==> config.mk <==
export PLATFORM = sky130hd
export DESIGN_NAME = monitor_triangular
export DESIGN_NICKNAME = d
export VERILOG_FILES = /design/src/rtl/monitor_triangular.sv
export SDC_FILE = /design/constraint.sdc
export NUM_CORES = 1
export LEC_CHECK = 0
export BUFFER_PORTS_ARGS = -buffer_cell sky130_fd_sc_hd__buf_4
export CAP_MARGIN = 15
export CORE_UTILIZATION = 52
export DETAILED_ROUTE_END_ITERATION = 12
export PLACE_DENSITY = 0.76
export SETUP_SLACK_MARGIN = 0.02
export SKIP_LAST_GASP = 1
export SYNTH_ARGS = -nofsm -noshare
export SYNTH_HDL_FRONTEND = slang
export SYNTH_SLANG_ARGS = --single-unit
==> constraint.sdc <==
create_clock -name clock -period 2.25 [get_ports clock]
set_clock_uncertainty 0.1 [all_clocks]
set_input_delay 0.225 -clock clock [delete_from_list [all_inputs] [get_ports clock]]
set_output_delay 0.225 -clock clock [all_outputs]
set_load 0.005 [all_outputs]
==> src/rtl/monitor_triangular.sv <==
// monitor_triangular: locks onto a 0..15..0 triangular counter and reports endpoints, periods and violations.
module monitor_triangular (
    input  logic       clock,
    input  logic       reset,
    input  logic [3:0] valor,
    input  logic       valido,
    input  logic       limpa,
    output logic       sincronizado,
    output logic       direcao,
    output logic       topo,
    output logic       base,
    output logic       erro,
    output logic [7:0] periodos,
    output logic [7:0] erros
);
    typedef enum logic [2:0] {BUSCA, SOBE, TOPO, DESCE, BASE} estado_t;
    estado_t    estado_q, estado_d;
    logic [3:0] esperado_q, esperado_d, amostra_q, amostra_d;
    logic       tem_amostra_q, tem_amostra_d;
    logic       topo_q, topo_d, base_q, base_d, erro_q, erro_d;
    logic [7:0] periodos_q, periodos_d, erros_q, erros_d;
    logic       viol, conta;
    always_comb begin
        estado_d      = estado_q;
        esperado_d    = esperado_q;
        amostra_d     = amostra_q;
        tem_amostra_d = tem_amostra_q;
        topo_d        = 1'b0;
        base_d        = 1'b0;
        viol          = 1'b0;
        conta         = 1'b0;
        if (valido) begin
            case (estado_q)
                BUSCA: begin
                    if (!tem_amostra_q) begin
                        amostra_d     = valor;
                        tem_amostra_d = 1'b1;
                    end else if (amostra_q != 4'd15 && valor == amostra_q + 4'd1) begin
                        estado_d      = (valor == 4'd15) ? TOPO : SOBE;
                        topo_d        = (valor == 4'd15);
                        esperado_d    = valor + 4'd1;
                        tem_amostra_d = 1'b0;
                    end else if (amostra_q != 4'd0 && valor == amostra_q - 4'd1) begin
                        estado_d      = (valor == 4'd0) ? BASE : DESCE;
                        base_d        = (valor == 4'd0);
                        esperado_d    = valor - 4'd1;
                        tem_amostra_d = 1'b0;
                    end else if (amostra_q == valor && (valor == 4'd15 || valor == 4'd0)) begin
                        // A held endpoint already tells us the direction of travel.
                        estado_d      = (valor == 4'd15) ? DESCE : SOBE;
                        esperado_d    = (valor == 4'd15) ? 4'd14 : 4'd1;
                        tem_amostra_d = 1'b0;
                    end else begin
                        amostra_d = valor;
                    end
                end
                SOBE: begin
                    viol       = (valor != esperado_q);
                    estado_d   = (valor == 4'd15) ? TOPO : SOBE;
                    topo_d     = (valor == 4'd15);
                    esperado_d = valor + 4'd1;
                end
                TOPO: begin
                    viol       = (valor != 4'd15);
                    estado_d   = DESCE;
                    esperado_d = 4'd14;
                end
                DESCE: begin
                    viol       = (valor != esperado_q);
                    estado_d   = (valor == 4'd0) ? BASE : DESCE;
                    base_d     = (valor == 4'd0);
                    esperado_d = valor - 4'd1;
                end
                BASE: begin
                    viol       = (valor != 4'd0);
                    conta      = 1'b1;
                    estado_d   = SOBE;
                    esperado_d = 4'd1;
                end
                default: estado_d = BUSCA;
            endcase
            if (viol) begin
                estado_d      = BUSCA;
                esperado_d    = esperado_q;
                amostra_d     = valor;
                tem_amostra_d = 1'b1;
                topo_d        = 1'b0;
                base_d        = 1'b0;
                conta         = 1'b0;
            end
        end
        erro_d     = viol;
        periodos_d = limpa ? 8'd0 : periodos_q + {7'd0, conta};
        erros_d    = limpa ? 8'd0 : erros_q + {7'd0, viol && erros_q != 8'hFF};
    end
    always_ff @(posedge clock or posedge reset) begin
        if (reset) begin
            estado_q      <= BUSCA;
            esperado_q    <= 4'd0;
            amostra_q     <= 4'd0;
            tem_amostra_q <= 1'b0;
            topo_q        <= 1'b0;
            base_q        <= 1'b0;
            erro_q        <= 1'b0;
            periodos_q    <= 8'd0;
            erros_q       <= 8'd0;
        end else begin
            estado_q      <= estado_d;
            esperado_q    <= esperado_d;
            amostra_q     <= amostra_d;
            tem_amostra_q <= tem_amostra_d;
            topo_q        <= topo_d;
            base_q        <= base_d;
            erro_q        <= erro_d;
            periodos_q    <= periodos_d;
            erros_q       <= erros_d;
        end
    end
    assign sincronizado = (estado_q != BUSCA);
    assign direcao      = (estado_q == DESCE) || (estado_q == BASE);
    assign topo         = topo_q;
    assign base         = base_q;
    assign erro         = erro_q;
    assign periodos     = periodos_q;
    assign erros        = erros_q;
endmodule

**Yosys cells after proc, flatten, opt, wreduce, memory -nomap -nowiden**

Index checks and enable logic that the tools add are counted.

- Add/sub/neg operators: 6
- Multiply operators: 0
- Div/mod/pow operators: 0
- $lt $le $gt $ge: 0
- Equal/unequal tests: 19
- Shift operators: 0
- Multiplexer cells: 46
- Bitwise gates (word level): 1
- Reduce and logical (&&, ||, !) cells: 18

Operators with widths:

| operator | number |
|---|---|
| 2-to-1 mux 4 bit | 11 |
| 2-to-1 mux 1 bit | 20 |
| case mux 4 bit (5 select lines) | 1 |
| 2-to-1 mux 3 bit | 6 |
| adder 8 x 1 -> 8 bit | 2 |
| 2-to-1 mux 8 bit | 2 |
| case mux 3 bit (5 select lines) | 1 |
| equality test 4 bit | 3 |
| != test 4 bit (second input constant) | 3 |
| AND reduction 5 bit | 2 |
| != test 3 x 2 -> 1 bit (second input constant) | 3 |
| adder 4 x 1 -> 4 bit (second input constant) | 2 |
| != test 8 bit (second input constant) | 1 |
| nonzero test 4 bit | 2 |
| subtractor 4 x 1 -> 4 bit (second input constant) | 2 |
| equality test 3 x 2 -> 1 bit (second input constant) | 2 |
| != test 5 bit (second input constant) | 1 |
| nonzero test 5 bit | 1 |
| equality test 4 bit (second input constant) | 1 |
| logical AND 1 bit | 4 |
| zero test 4 bit | 1 |
| 2-to-1 mux 2 bit | 2 |
| != test 4 bit | 1 |
| case mux 1 bit (2 select lines) | 2 |
| 13 further kinds | 14 |

- Register bits: 31
- Bits in latches: 0
- Memory bits (writable): 0
- ROM bits: 0
- Input bits: 8
- Word-level logic and storage cells: 99
- Memories kept: 0

**Longest topological paths before layout**

Gate-level depths: netlist of the first run.

- Depth after elaboration: 9
- Gate-level depth with buffers: 13
- Depth with buffers taken out: 11

**Worst setup path before layout of the first run**

Ideal clock, no wire load.

- Kind: reg-to-reg
- Start point: reg amostra_q[0]
- End point: reg esperado_q[0]
- Library setup time: 0.125 ns
- Data arrival time: 2.246 ns
- Required time: 2.025 ns
- Path slack: -0.221 ns
- Stages on the path, launching flop included: 10
- Buffers on the path: 1
- Cell sequence: dfrtp_1 inv_1 ha_1 xnor2_1 nor2_1 and3_4 buf_6 or4_4 o2111ai_4 mux2_4

- Cells in the longest elaborated chain, start to end: 7

Ends and longest elaborated chain:

| what | line | source |
|---|---|---|
| start, declared | 18 | `logic [3:0] esperado_q, esperado_d, amostra_q, amostra_d;` |
| start signal, assigned | 110 | `amostra_q <= amostra_d;` |
| subtractor 4 x 1 -> 4 bit | 43 | `end else if (amostra_q != 4'd0 && valor == amostra_q - 4'd1) begin` |
| equality test 4 bit | 43 |  |
| logical AND 1 bit | 43 |  |
| 2-to-1 mux 4 bit | 43 |  |
| 2-to-1 mux 4 bit | 38 | `end else if (amostra_q != 4'd15 && valor == amostra_q + 4'd1) begin` |
| 2-to-1 mux 4 bit | 35 | `if (!tem_amostra_q) begin` |
| case mux 4 bit (5 select lines) | 33 | `case (estado_q)` |
| end signal, assigned | 109 | `esperado_q <= esperado_d;` |
| end, declared | 18 |  |

Parallel ways exist; a longest one is shown, timed or not. The select of a mux whose other input is x is not followed.
A chain may end at the register's enable or synchronous reset.

**Worst setup path in the final report of the first run**

- Start point: reg amostra_q[1]
- End point: reg esperado_q[1]

Same word-level chain as after synthesis.

==> results of run 1 <==
-- stage by stage --
stage                     hold slack, ns  TNS, ns  std cells  worst slack, ns  power (uW)
after floorplan                    0.188   -0.817        230           -0.166        1370
after global placement             0.231   -0.757        327           -0.105        1630
after detailed placement           0.247    -1.83        327           -0.195        1660
after CTS                          0.117   -0.441        343           -0.107        2250
after global routing               0.128    -3.02        346           -0.289        2560
final                              0.120    -1.12        346           -0.224        2450
-- power by group --
group	switching, uW	internal (uW)	total [uW]
logic	617	671	1290
clock network	204	217	421
registers	107	634	741
total	928	1520	2450
-- cell usage after synthesis (all sizes together), types with 7 or more instances --
master / instances
a21oi: 8
and3: 7
buf: 8
dfrtp: 31
ha: 8
inv: 9
nand2: 16
nand3: 17
nor2: 21
nor2b: 7
nor3: 7
o21ai: 7
xnor2: 14
xor2: 14
-- layer usage --
| metal | wire, um | vias up | global-route usage, % |
|---|---|---|---|
| li1 | - | 953 | - |
| met1 | 2570 | 1026 | 37.3 |
| met2 | 3110 | 99 | 43.9 |
| met3 | 395 | 28 | 5.52 |
| met4 | 242 | 0 | 9.84 |
| met5 | 0 | - | 0 |
-- cell type report --
type	instances	area, um^2
multi-input cells	176	1580
fillers	205	684
repair buffers	74	581
inverters	9	36.3
clock inverters	1	5.00
well taps	48	60.1
flip-flops and latches	31	781
clock buffers	7	76.3
-- worst max-delay path by stage --
| stage | to | cells after the start | slack (ns) |
|---|---|---|---|
| final | esperado_q[1] | 9 | -0.22 |
| after CTS | erros[5] | 10 | -0.11 |
| after global placement | erros[4] | 11 | -0.11 |
| after detailed placement | erros[6] | 11 | -0.20 |
| after global routing | esperado_q[1] | 9 | -0.29 |
| after floorplan | esperado_q[0] | 9 | -0.17 |
-- registers in the layout, summed over array words and instances (netlist names) --
| signal | cells |
|---|---|
| periodos | 8 |
| amostra_q | 4 |
| topo | 1 |
| estado_q | 3 |
| erro | 1 |
| erros | 8 |
| base | 1 |
| tem_amostra_q | 1 |
| esperado_q | 4 |
-- what timing repair did --
item | CTS | global route
gates resized for setup | 35 | 24
setup buffers | 7 | 3
endpoints found under the hold margin | 31 | 0
hold buffers | 1 | 0
pin swaps | 25 | 14
endpoints found under the setup margin | 22 | 27
-- kinds of logic after synthesis --
kind of cell	after synthesis
AOI/OAI and AO/OA	39
xor gates and xnor gates	28
adders and majority gates	8
buffers and inverters	23
DFF	31
muxes	11
and+or+nand+nor	90
-- worst max-delay path, delay by kind of cell (launching register included) --
| kind | cells | cell delay [ns] |
|---|---|---|
| and+or+nand+nor | 2 | 0.51 |
| AOI/OAI and AO/OA | 2 | 0.49 |
| DFF | 1 | 0.38 |
| muxes | 1 | 0.28 |
| buffers and inverters | 2 | 0.23 |
| adders and majority gates | 1 | 0.21 |
| xor gates and xnor gates | 1 | 0.17 |
==> results.txt, run 1 <==
The flow ran to the end, but the final reports show violations. The final reports fail on setup timing. TritonCTS built the clock tree. After synthesis, the share of cell area in mux cells is 6.22%. The setup slack of the critical path after layout is -0.224 ns. The total nets after synthesis came out at 246. The first detailed-routing pass ran for 6 iterations. The cell taking the most area after synthesis is sky130_fd_sc_hd__dfrtp_1. The final layout contains routed wiring with a total length of 6.32 mm. The critical path in this run is classified as flip-flop to flip-flop. The starting density of the core is 56.1%. The most common library cell in the layout ignoring fill and taps is sky130_fd_sc_hd__buf_4. The total leakage power came out at 0.00139 uW. The final max-slew violation count came to 0. The post-synthesis share of cell area spent on xor and xnor gates is 11.9%. The startpoint of the worst-slack reg-to-reg timing path is amostra_q[1]. The count of synthesis-stage warnings from yosys came out at 0.

Buffers placed on the I/O ports in this run total 28. At the pin with the least slew margin, the transition time is 0.579 ns. After routing the design area is 3110 um^2. The destination of the worst hold path is estado_q[1]. The count of routing violations after the opening detailed-route iteration is 229. The number of endpoints failing setup at the final stage is 15. The placed wire-length estimate came out at 3.96 mm. Global routing consumed, over all layers together, 27.6% of the routing resources. The via count of the first global-routing pass came out at 1,851.

The final routed DRC violation total came out at 0. The detailed-route via count is 2,106. The antenna diode instance count is 0.

The area fraction of the dominant cell type after synthesis is 36.4%. The initial antenna violation count came to 0. The relative max-transition margin is 61.0%. After clock tree synthesis, the clock-pin slew on the worst setup and hold paths is 0.07 ns. The adder-cell area share of the yosys netlist is 4.70%. Walking the worst path, the cells encountered are inv_2 -> ha_4 -> xnor2_2 -> buf_4 -> nand3_4 -> or3_4 -> a211oi_1 -> o32ai_1 -> mux2_4. Measured along the x axis, the die boundary spans 66.0 um.

The number of storage elements in the synthesis netlist came out at 31. The total power per unit cell area is 787 nW/um^2. The worst-case IR drop observed on VDD is 0.000668 V. The clock latency reported for the late side of the worst-skew pair is 0.28 ns. In this run the cell area measured after placement is 2650 um^2. The count of nets after finishing came out at 313. The number of maximum-capacitance constraint violations came out at 0. Summing the areas of all compound-gate instances in the mapped netlist gives 13.6% of the synthesized area.

The worst hold path belongs to the class primary input to flip-flop. 29 I/O pins were placed. The worst setup path is launched from a flip-flop. The share of flip-flops with an asynchronous set or reset after synthesis is 100%.

The number of cells on the worst reg-to-reg path came out at 9. The longest clock path from root to sink contains 2 buffers. Across all register-to-register paths, the minimum setup slack is -0.22 ns. The shortest clock period the worst path allows after layout is 2.47 ns. Leaving out fill and tap cells, the most frequent cells in the layout are 67 x sky130_fd_sc_hd__buf_4, 27 x sky130_fd_sc_hd__dfrtp_1, 19 x sky130_fd_sc_hd__nor2_1.

Of the available clock period, the critical path in the final layout requires 110%. The standard-cell row count is 22. The master cell of the clock root buffer is sky130_fd_sc_hd__clkbuf_8.

The summed instance area of the synthesized netlist came out at 2130 um^2. The critical path capture point type is a flip-flop. In the final layout, the share of cells above drive strength 1 is 48.7%.

The number of sinks handled by clock tree synthesis is 31. By area, the combinational part of the netlist is dominated by simple AND/OR/NAND/NOR gates. The core area came out at 3800 um^2.

Each instance of the synthesized netlist takes up on average 9.26 um^2. Tracing the worst setup path back leads to its startpoint at amostra_q[1]. Yosys mapped a number of flops with a built-in enable equal to 0. Counting instances, the worst hold path has a depth of 2.

The largest stage delay on the critical path came out at 0.43 ns. The final hold violation count was 0. The die boundary height is 66.0 um. The highest attainable clock frequency is 0.404 GHz. The overall die area came out at 4360 um^2.

The H-tree was split into 2 levels. After detailed routing, the average wire length per cell comes to 18.3 um. From synthesis to final layout, the design area changed by 46.2%. Synthesis produced a netlist whose cell count is 230. The critical-path cell with the highest stage delay is sky130_fd_sc_hd__or3_4. The share of the core filled with cells in the final layout is 82.0%. The highest net fanout along the worst path came out at 5. The wire length of the first global-routing pass came out at 8.88 mm. The number of CTS-inserted buffers came out at 5. Setup repair after global routing could not meet its margin everywhere.

The routability-driven placement congestion ratio is 0.921. The signal arrival time at the worst endpoint is 2.54 ns. The distinct cell type count after synthesis is 47. The leftover overflow at the end of global routing came out at 0. The residual antenna-violating net count after detailed routing is 0. Entering global routing, the biggest net connects 32 pins. The required arrival time at the worst endpoint is 2.32 ns. In this run the most critical hold path is launched from valido. After synthesis, the cell types taking the most area are sky130_fd_sc_hd__dfrtp_1 36%, sky130_fd_sc_hd__xnor2_1 5.8%, sky130_fd_sc_hd__xor2_1 5.3%, sky130_fd_sc_hd__ha_1 4.7%, sky130_fd_sc_hd__nand3_1 4.0%. Among all flip-flop cells after synthesis, the most frequent one is sky130_fd_sc_hd__dfrtp_1. The simple logic cell fraction of the synthesized area is 22.1%. In the routed layout, each cell is associated on average with a via count of 6.09. The sequential-to-total area share from yosys stat is 36.4%. In this run the critical register-to-register path is captured at esperado_q[1].
(Power assumes the default switching activity.)
==> inputs of run 2 (changes only) <==
==> constraint.sdc (replaced) <==
create_clock -name clock -period 2.25 [get_ports clock]
set_clock_uncertainty 0.1 [all_clocks]
set_input_delay 0.5625 -clock clock [delete_from_list [all_inputs] [get_ports clock]]
set_output_delay 0.5625 -clock clock [all_outputs]
set_load 0.005 [all_outputs]
==> results.txt, run 2 (synthesis results as in run 1) <==
The run finished, with violations left. The checks that failed: setup timing. The number of CTS-inserted buffers came out at 5. Input and output buffers added on the ports amount to 28. Setup repair after global routing could not meet its margin everywhere. Among the stages of the critical path, the cell type that occurs most often is sky130_fd_sc_hd__nand3_2. The number of cells in the design after placement is 329. The die width came out at 66.0 um. For this design the static power due to leakage is 0.00142 uW. Walking the worst path, the cells encountered are nand2b_4 -> nor4b_4 -> o32ai_4 -> nand2_2 -> nand3_2 -> nor2_2 -> ha_2 -> and3_4 -> nand3_2 -> xor2_1 -> nor2_1.

In the post-route analysis, the smallest setup slack over all paths is -0.130 ns. The relative max-transition margin is 65.8%. The routed wire length came out at 6.75 mm. The nature of the critical path startpoint is a flip-flop.

The class of the most critical hold timing path is primary input to async pin. The cell area after placement came out at 2720 um^2. The die boundary height is 66.0 um.

The kind of critical path is flip-flop to flip-flop. TritonCTS built the clock tree. The number of iterations in the first detailed-routing pass is 5. The signal arrival time at the worst endpoint came out at 2.46 ns. The largest stage delay on the critical path came out at 0.47 ns. The highest net fanout along the worst path came out at 5. The core area came out at 3800 um^2. The final max-slew violation count is 0.

The average wire per standard cell came out at 19.5 um. Summed over all nets, the half-perimeter wirelength after detailed placement is 3.86 mm. After clock tree synthesis, the clock-pin slew on the worst setup and hold paths is 0.07 ns.

The worst-case IR drop observed on VDD is 0.000781 V. The library cell used most frequently in the layout, excluding fill and tap cells, is sky130_fd_sc_hd__buf_4. Across the run, the number of max-cap violations was 0.

The ratio of cells with drive above 1 in the final layout came out at 52.3%. The starting density of the core is 56.1%. The die covers 4360 um^2. The standard-cell row count is 22.

The total power per unit cell area is 829 nW/um^2. At the worst endpoint, the required time is 2.33 ns. Setup violations remaining at the end of the flow were counted as 17. The cell family with the largest share of critical-path delay is simple AND/OR/NAND/NOR gates.

The maximum clock path buffer count came out at 2. The number of sinks handled by clock tree synthesis came out at 31. The maximum number of pins on one net before global-route repair came out at 32.

The critical path capture point type is a flip-flop. The leftover overflow at the end of global routing is 0. The deepest level of the CTS H-tree is 2. The initial antenna violation count is 0. The final hold violation count came out at 0.

The wire length of the first global-routing pass is 9.49 mm. The final cell count without fillers came out at 346. After layout, the minimum clock period comes to 2.38 ns. The final routed DRC violation total is 0. For this run, the total global-route usage over all layers was measured as 29.8%. Clock tree synthesis selected as its root buffer the cell sky130_fd_sc_hd__clkbuf_8. The number of top-level pins came out at 29.

The routability-driven placement congestion ratio came out at 0.935. The portion of the clock cycle consumed by the worst path in the final layout came out at 106%. The detailed-route via count is 2,085. The detailed-route vias per instance came out at 6.03. The total buffers and inverters traversed by the critical path is 0.

The final standard cell area without fillers came out at 3290 um^2. The count of nets after finishing is 313. The clock latency reported for the late side of the worst-skew pair came out at 0.29 ns. Derived from the worst setup path, the maximum achievable clock frequency is 0.420 GHz. 0 antenna diodes ended up in the layout.

At the pin with the least slew margin, the transition time is 0.508 ns. Compared with the post-synthesis result, the final layout area differs by 54.3%. The hold buffer count at cts came out at 0. The via count of the first global-routing pass is 1,959. The worst setup slack after placement came out at -0.337 ns. In the layout the commonest cells are 66 x sky130_fd_sc_hd__buf_4, 27 x sky130_fd_sc_hd__dfrtp_1, 20 x sky130_fd_sc_hd__nor2_1. The residual antenna-violating net count after detailed routing came out at 0. Among all stages on the critical path, the largest delay is contributed by sky130_fd_sc_hd__dfrtp_2. After the first detailed-routing iteration, the DRC count stood at 240.
[run 2: cell count changes in the layout (fill, tap and decap cells not counted), moves of 3 or more]
| cell | delta |
|---|---|
| sky130_fd_sc_hd__nand2_2 | +3 |
| sky130_fd_sc_hd__nand3_1 | -3 |
| sky130_fd_sc_hd__xnor2_4 | +3 |
| sky130_fd_sc_hd__nand2_1 | -3 |
[run 2: final timing paths]
path	from	to	slack (ns)	depth (start not counted)
max reg2reg	estado_q[2]	periodos[7]	-0.13	11
min in group clock	limpa	erros[7]	0.45	2
min	reset	periodos[7]	0.24	3
max in group asynchronous	reset	amostra_q[2]	1.50	3
max	estado_q[2]	periodos[7]	-0.13	11
min reg2reg	esperado_q[1]	esperado_q[1]	0.48	1
[run 2: layout make-up]
cell class                 instances  area (um^2)
timing repair buffer              74          603
tap                               48         60.1
clock buffer                       6         82.6
inverter                           9         41.3
fill                             178          512
multi-input combinational        176         1680
sequential                        31          781
clock inverter                     2         35.0
[run 2: worst min-delay path, cell delays in order]
cell and delay [ns]:
sky130_fd_sc_hd__buf_4 0.11, sky130_fd_sc_hd__inv_1 0.04, sky130_fd_sc_hd__buf_4 0.35
[run 2: per-layer routing]
metal  part of all wire [%]  global-route usage, %  up-vias  routed length, um
met3                    6.2                   6.55       21                421
met4                    2.4                   9.84        0                159
met5                      0                      0        -                  0
met1                     40                   37.0     1009               2700
li1                       -                      -      940                  -
met2                     51                   51.0      115               3470
[run 2: timing repair]
| item | CTS | global route |
|---|---|---|
| setup buffers | 4 | 6 |
| pin swaps | 20 | 22 |
| setup endpoints to repair | 28 | 29 |
| gates resized for setup | 39 | 30 |
[run 2: power by group]
part	switching (uW)	leakage [uW]	internal (uW)
sequential	120	0.000408	634
clock	231	0.0000612	358
combinational	645	0.000954	737
[run 2: metrics by stage]
step	utilization, %	total power [uW]	hold WS, ns	setup TNS (ns)
after floorplan	-	1380	0.419	-4.18
after global placement	71.6	1670	0.423	-5.64
after detailed placement	71.6	1690	0.440	-6.59
after CTS	80.3	2430	0.254	-0.555
after global routing	86.5	2830	0.273	-2.63
final	86.5	2730	0.244	-1.40
==> inputs of run 3 (changes only) <==
--- a/config.mk
+++ b/config.mk
@@ -5,11 +5,12 @@
 export SDC_FILE = /design/constraint.sdc
 export NUM_CORES = 1
 export LEC_CHECK = 0
+export ABC_AREA = 1
 export BUFFER_PORTS_ARGS = -buffer_cell sky130_fd_sc_hd__buf_4
 export CAP_MARGIN = 15
-export CORE_UTILIZATION = 52
+export CORE_UTILIZATION = 53
 export DETAILED_ROUTE_END_ITERATION = 12
-export PLACE_DENSITY = 0.76
+export PLACE_DENSITY = 0.77
 export SETUP_SLACK_MARGIN = 0.02
 export SKIP_LAST_GASP = 1
 export SYNTH_ARGS = -nofsm -noshare
==> results.txt, run 3 <==
The die boundary height is 68.0 um. The global routing usage on met1 came out at 36.1%. Ranked by total cell area, the synthesized netlist is headed by sky130_fd_sc_hd__dfrtp_1 34%, sky130_fd_sc_hd__nand2_1 14%, sky130_fd_sc_hd__nand3_1 7.8%, sky130_fd_sc_hd__inv_1 6.3%, sky130_fd_sc_hd__nor2_1 4.9%. The initial antenna violation count came out at 0. The critical-path cell with the highest stage delay is sky130_fd_sc_hd__dfrtp_2.

Synthesis instantiated 34 different standard cells from the library. The area occupied by multi-input gates is 1550 um^2. The count of nets after finishing is 421.

Across the VDD grid, the largest voltage drop is 0.000641 V. The worst slack on hold paths came out at 0.258 ns. The clock network accounts for 20.9% of the total power.

In the layout the commonest cells are 78 x sky130_fd_sc_hd__nand2_1, 72 x sky130_fd_sc_hd__buf_4, 37 x sky130_fd_sc_hd__inv_1. The flow ran to the end, but the final reports show violations. The standard-cell row count is 23.

Global routing consumed, on the met3 layer, 4.33% of the routing resources. Setup slack on the critical path of the routed design comes to -0.150 ns. The nature of the critical path startpoint is a flip-flop. Detailed placement finished with a half-perimeter wire length of 4.47 mm. The total buffers and inverters traversed by the critical path is 2. The worst setup path is of the flip-flop to flip-flop kind. The count of routing violations after the opening detailed-route iteration is 263.

Summed over its instances, the top area cell type makes up 33.6% of the synthesized netlist area. The switching component of the power is 1150 uW. For this run, design rule violations remaining after detail routing come to 0. Clock-pin slew was measured on the worst setup and hold paths at 0.07 ns. The overall power of the completed layout is 2750 uW. From synthesis to final layout, the design area changed by 42.7%.

The maximum clock path buffer count came out at 2. The tool flagged a number of max-cap violations equal to 0. Setup violations remaining at the end of the flow were counted as 10.

The most common library cell in the layout ignoring fill and taps is sky130_fd_sc_hd__nand2_1. Fill cells in the final layout number 257. The highest attainable clock frequency came out at 0.417 GHz. After synthesis, the mean cell area works out to 7.11 um^2. For the finished layout, the period the worst path requires is 2.40 ns. The number of storage elements in the synthesis netlist came out at 31.

The TritonCTS clock tree is built. Once placement completed, the tool counted placed cells totaling 429. The wire length of the first global-routing pass came out at 9.76 mm. For the worst setup path, the data required time is 2.31 ns.

The signal on the critical path passes through nor2_4 -> buf_6 -> nand3_2 -> nand2_2 -> nor2_2 -> nand2_2 -> nand2_4 -> a21oi_4 -> o21a_1 -> ha_4 -> buf_4 -> nand3_4 -> nor3b_1 -> nor3_1. The summed instance area of the synthesized netlist is 2310 um^2. The portion of the clock cycle consumed by the worst path in the final layout is 107%. The relative max-transition margin is 73.5%.

The highest net fanout along the worst path is 5. The checks that failed: setup timing. TritonCTS created 5 clock buffers.

Among the stages of the critical path, the cell type that occurs most often is sky130_fd_sc_hd__nand2_2. STA classifies the critical path endpoint as a flip-flop. The deepest level of the CTS H-tree came out at 2. The count of synthesis-stage warnings from yosys came out at 0.

The share of flip-flops with an asynchronous set or reset after synthesis came out at 100%. The total nets after synthesis came out at 341. Counting flops with a built-in enable in the synthesized netlist gives 0. In this run the standard cell core region covers 4090 um^2. The die width is 68.0 um. Global routing used 49.3% of the available met2 tracks.

The area taken by flip-flops and latches is 777 um^2. The routed layout has 2,458 vias. The transition time of the tightest slew-check pin came out at 0.397 ns. Setup repair after global routing could not meet its margin everywhere. The leftover overflow at the end of global routing came out at 0. The proportion of power drawn by flip-flops and latches came out at 26.2%. The detailed-route vias per instance is 5.39. The hold buffer count at cts came out at 0. The largest stage delay on the critical path came out at 0.47 ns. In this run the most used layer during global routing was met2.

Of the synthesized area, sequential elements account for 33.6%. sky130_fd_sc_hd__nand2_1 is the most common cell in the netlist. Summed over all instances, the cell type with the most area after synthesis is sky130_fd_sc_hd__dfrtp_1. The internal power of the cells is 1600 uW. The final layout contains routed wiring with a total length of 6.83 mm.

The clock latency reported for the late side of the worst-skew pair is 0.28 ns. After synthesis, the most frequently instantiated cells are 87 x sky130_fd_sc_hd__nand2_1, 39 x sky130_fd_sc_hd__inv_1, 36 x sky130_fd_sc_hd__nand3_1, 31 x sky130_fd_sc_hd__dfrtp_1, 30 x sky130_fd_sc_hd__nor2_1. The signal arrival time at the worst endpoint is 2.46 ns. The overall die area is 4630 um^2. Per report_power, the combinational group accounts for 53.0% of the total.

The master cell of the clock root buffer is sky130_fd_sc_hd__clkbuf_8. The final max-slew violation count came out at 0. Of the cells placed in the final design, the portion with a size suffix greater than 1 is 38.2%.

The final cell count without fillers is 456. Dividing the detail-routed wire length by the instance count gives 15.0 um. In this run the static leakage power is 0.00175 uW.

The number of iterations in the first detailed-routing pass came out at 4. The predominant post-synthesis flop cell is sky130_fd_sc_hd__dfrtp_1. Once the floorplan was initialized, standard cells occupied 56.5% of the core. The number of top-level pins is 29. The total power per unit cell area came out at 835 nW/um^2. Grouping stages by cell kind, the critical path spends the most delay in simple AND/OR/NAND/NOR gates. The total track usage came out at 28.7%. The number of cells produced by synthesis is 325. The class of the most critical hold timing path is primary input to async pin.

The via count of the first global-routing pass is 2,153. The net switching share of the total power is 41.9%. The number of sinks handled by clock tree synthesis is 31. The residual antenna-violating net count after detailed routing is 0. The setup total negative slack is -0.794 ns. The antenna diode instance count is 0.

The maximum number of pins on one net before global-route repair came out at 32. The quantity of I/O buffers inserted on ports is 28. The final hold violation count came out at 0. The routability-driven placement congestion ratio is 0.937.
-- run 3: cell count changes after synthesis, sizes merged, moves of 7 or more --
cell	change
nand2	+81
inv	+38
nand3	+25
nor2	+16
xnor2	-12
xor2	-9
nor2b	-7
o21ai	+7
-- run 3: kinds of logic (layout without fill, tap and decap cells) --
group                    Yosys count  in the layout  synth area share, %
AND/OR/NAND/NOR                  197            197                 42.5
adder cells (fa/ha/maj)            8              8                 4.33
XOR/XNOR                           7              7                 2.65
AO/OA/AOI/OAI                     30             30                 7.53
flip-flops                        31             31                 33.6
buffers and inverters             52            133                 9.43
-- run 3: what timing repair did --
action / CTS / global route
gates resized for setup: 20 / 25
pin swaps: 16 / 13
setup endpoints to repair: 10 / 15
buffers inserted: 13 / 9
-- run 3: routing by layer --
layer | vias to the layer above | share of wire [%] | routed length (um)
met3 | 7 | 4.0 | 272
met2 | 74 | 52 | 3570
met1 | 1173 | 42 | 2890
li1 | 1204 | - | -
met4 | 0 | 1.3 | 87
met5 | - | 0 | 0
-- run 3: area by class of cell --
type                    count  area share, %
repair buffers             77           18.1
clock inverters             2           1.06
well taps                  50           1.90
multi-input cells         242           46.9
clock buffers               6           2.50
flip-flops and latches     31           23.6
inverters                  48           6.00
-- run 3: final timing paths --
check	startpoint	endpoint	slack, ns	cells past startpoint
setup reg to reg	estado_q[2]	erros[7]	-0.15	14
max in group asynchronous	reset	estado_q[2]	1.49	3
hold / removal	reset	periodos[5]	0.26	3
setup / recovery	estado_q[2]	erros[7]	-0.15	14
min in group clock	esperado_q[2]	esperado_q[2]	0.41	2
hold reg to reg	esperado_q[2]	esperado_q[2]	0.41	2
-- run 3: metrics by stage --
| stage | setup slack (ns) | cell area [um^2] | utilization (%) |
|---|---|---|---|
| finish | -0.150 | 3300 | 80.7 |
| global route | -0.273 | 3300 | 80.7 |
| CTS | -0.141 | 3140 | 76.9 |
| detailed placement | -0.313 | 2840 | 69.5 |
| global placement | -0.225 | 2840 | 69.5 |
| floorplan | -0.0190 | 2380 | - |
-- run 3: power groups by stage --
stage          logic (uW)  registers [uW]  clock network, uW
2_1_floorplan         837             705                  0
3_3_place_gp         1160             709                  0
3_5_place_dp         1190             715                  0
4_1_cts              1370             708                580
5_1_grt              1610             728                600
6_report             1460             720                574
-- run 3: tightest hold or removal path: cells and delay by family --
| kind | cells | cell delay (ns) |
|---|---|---|
| buffers and inverters | 3 | 0.50 |
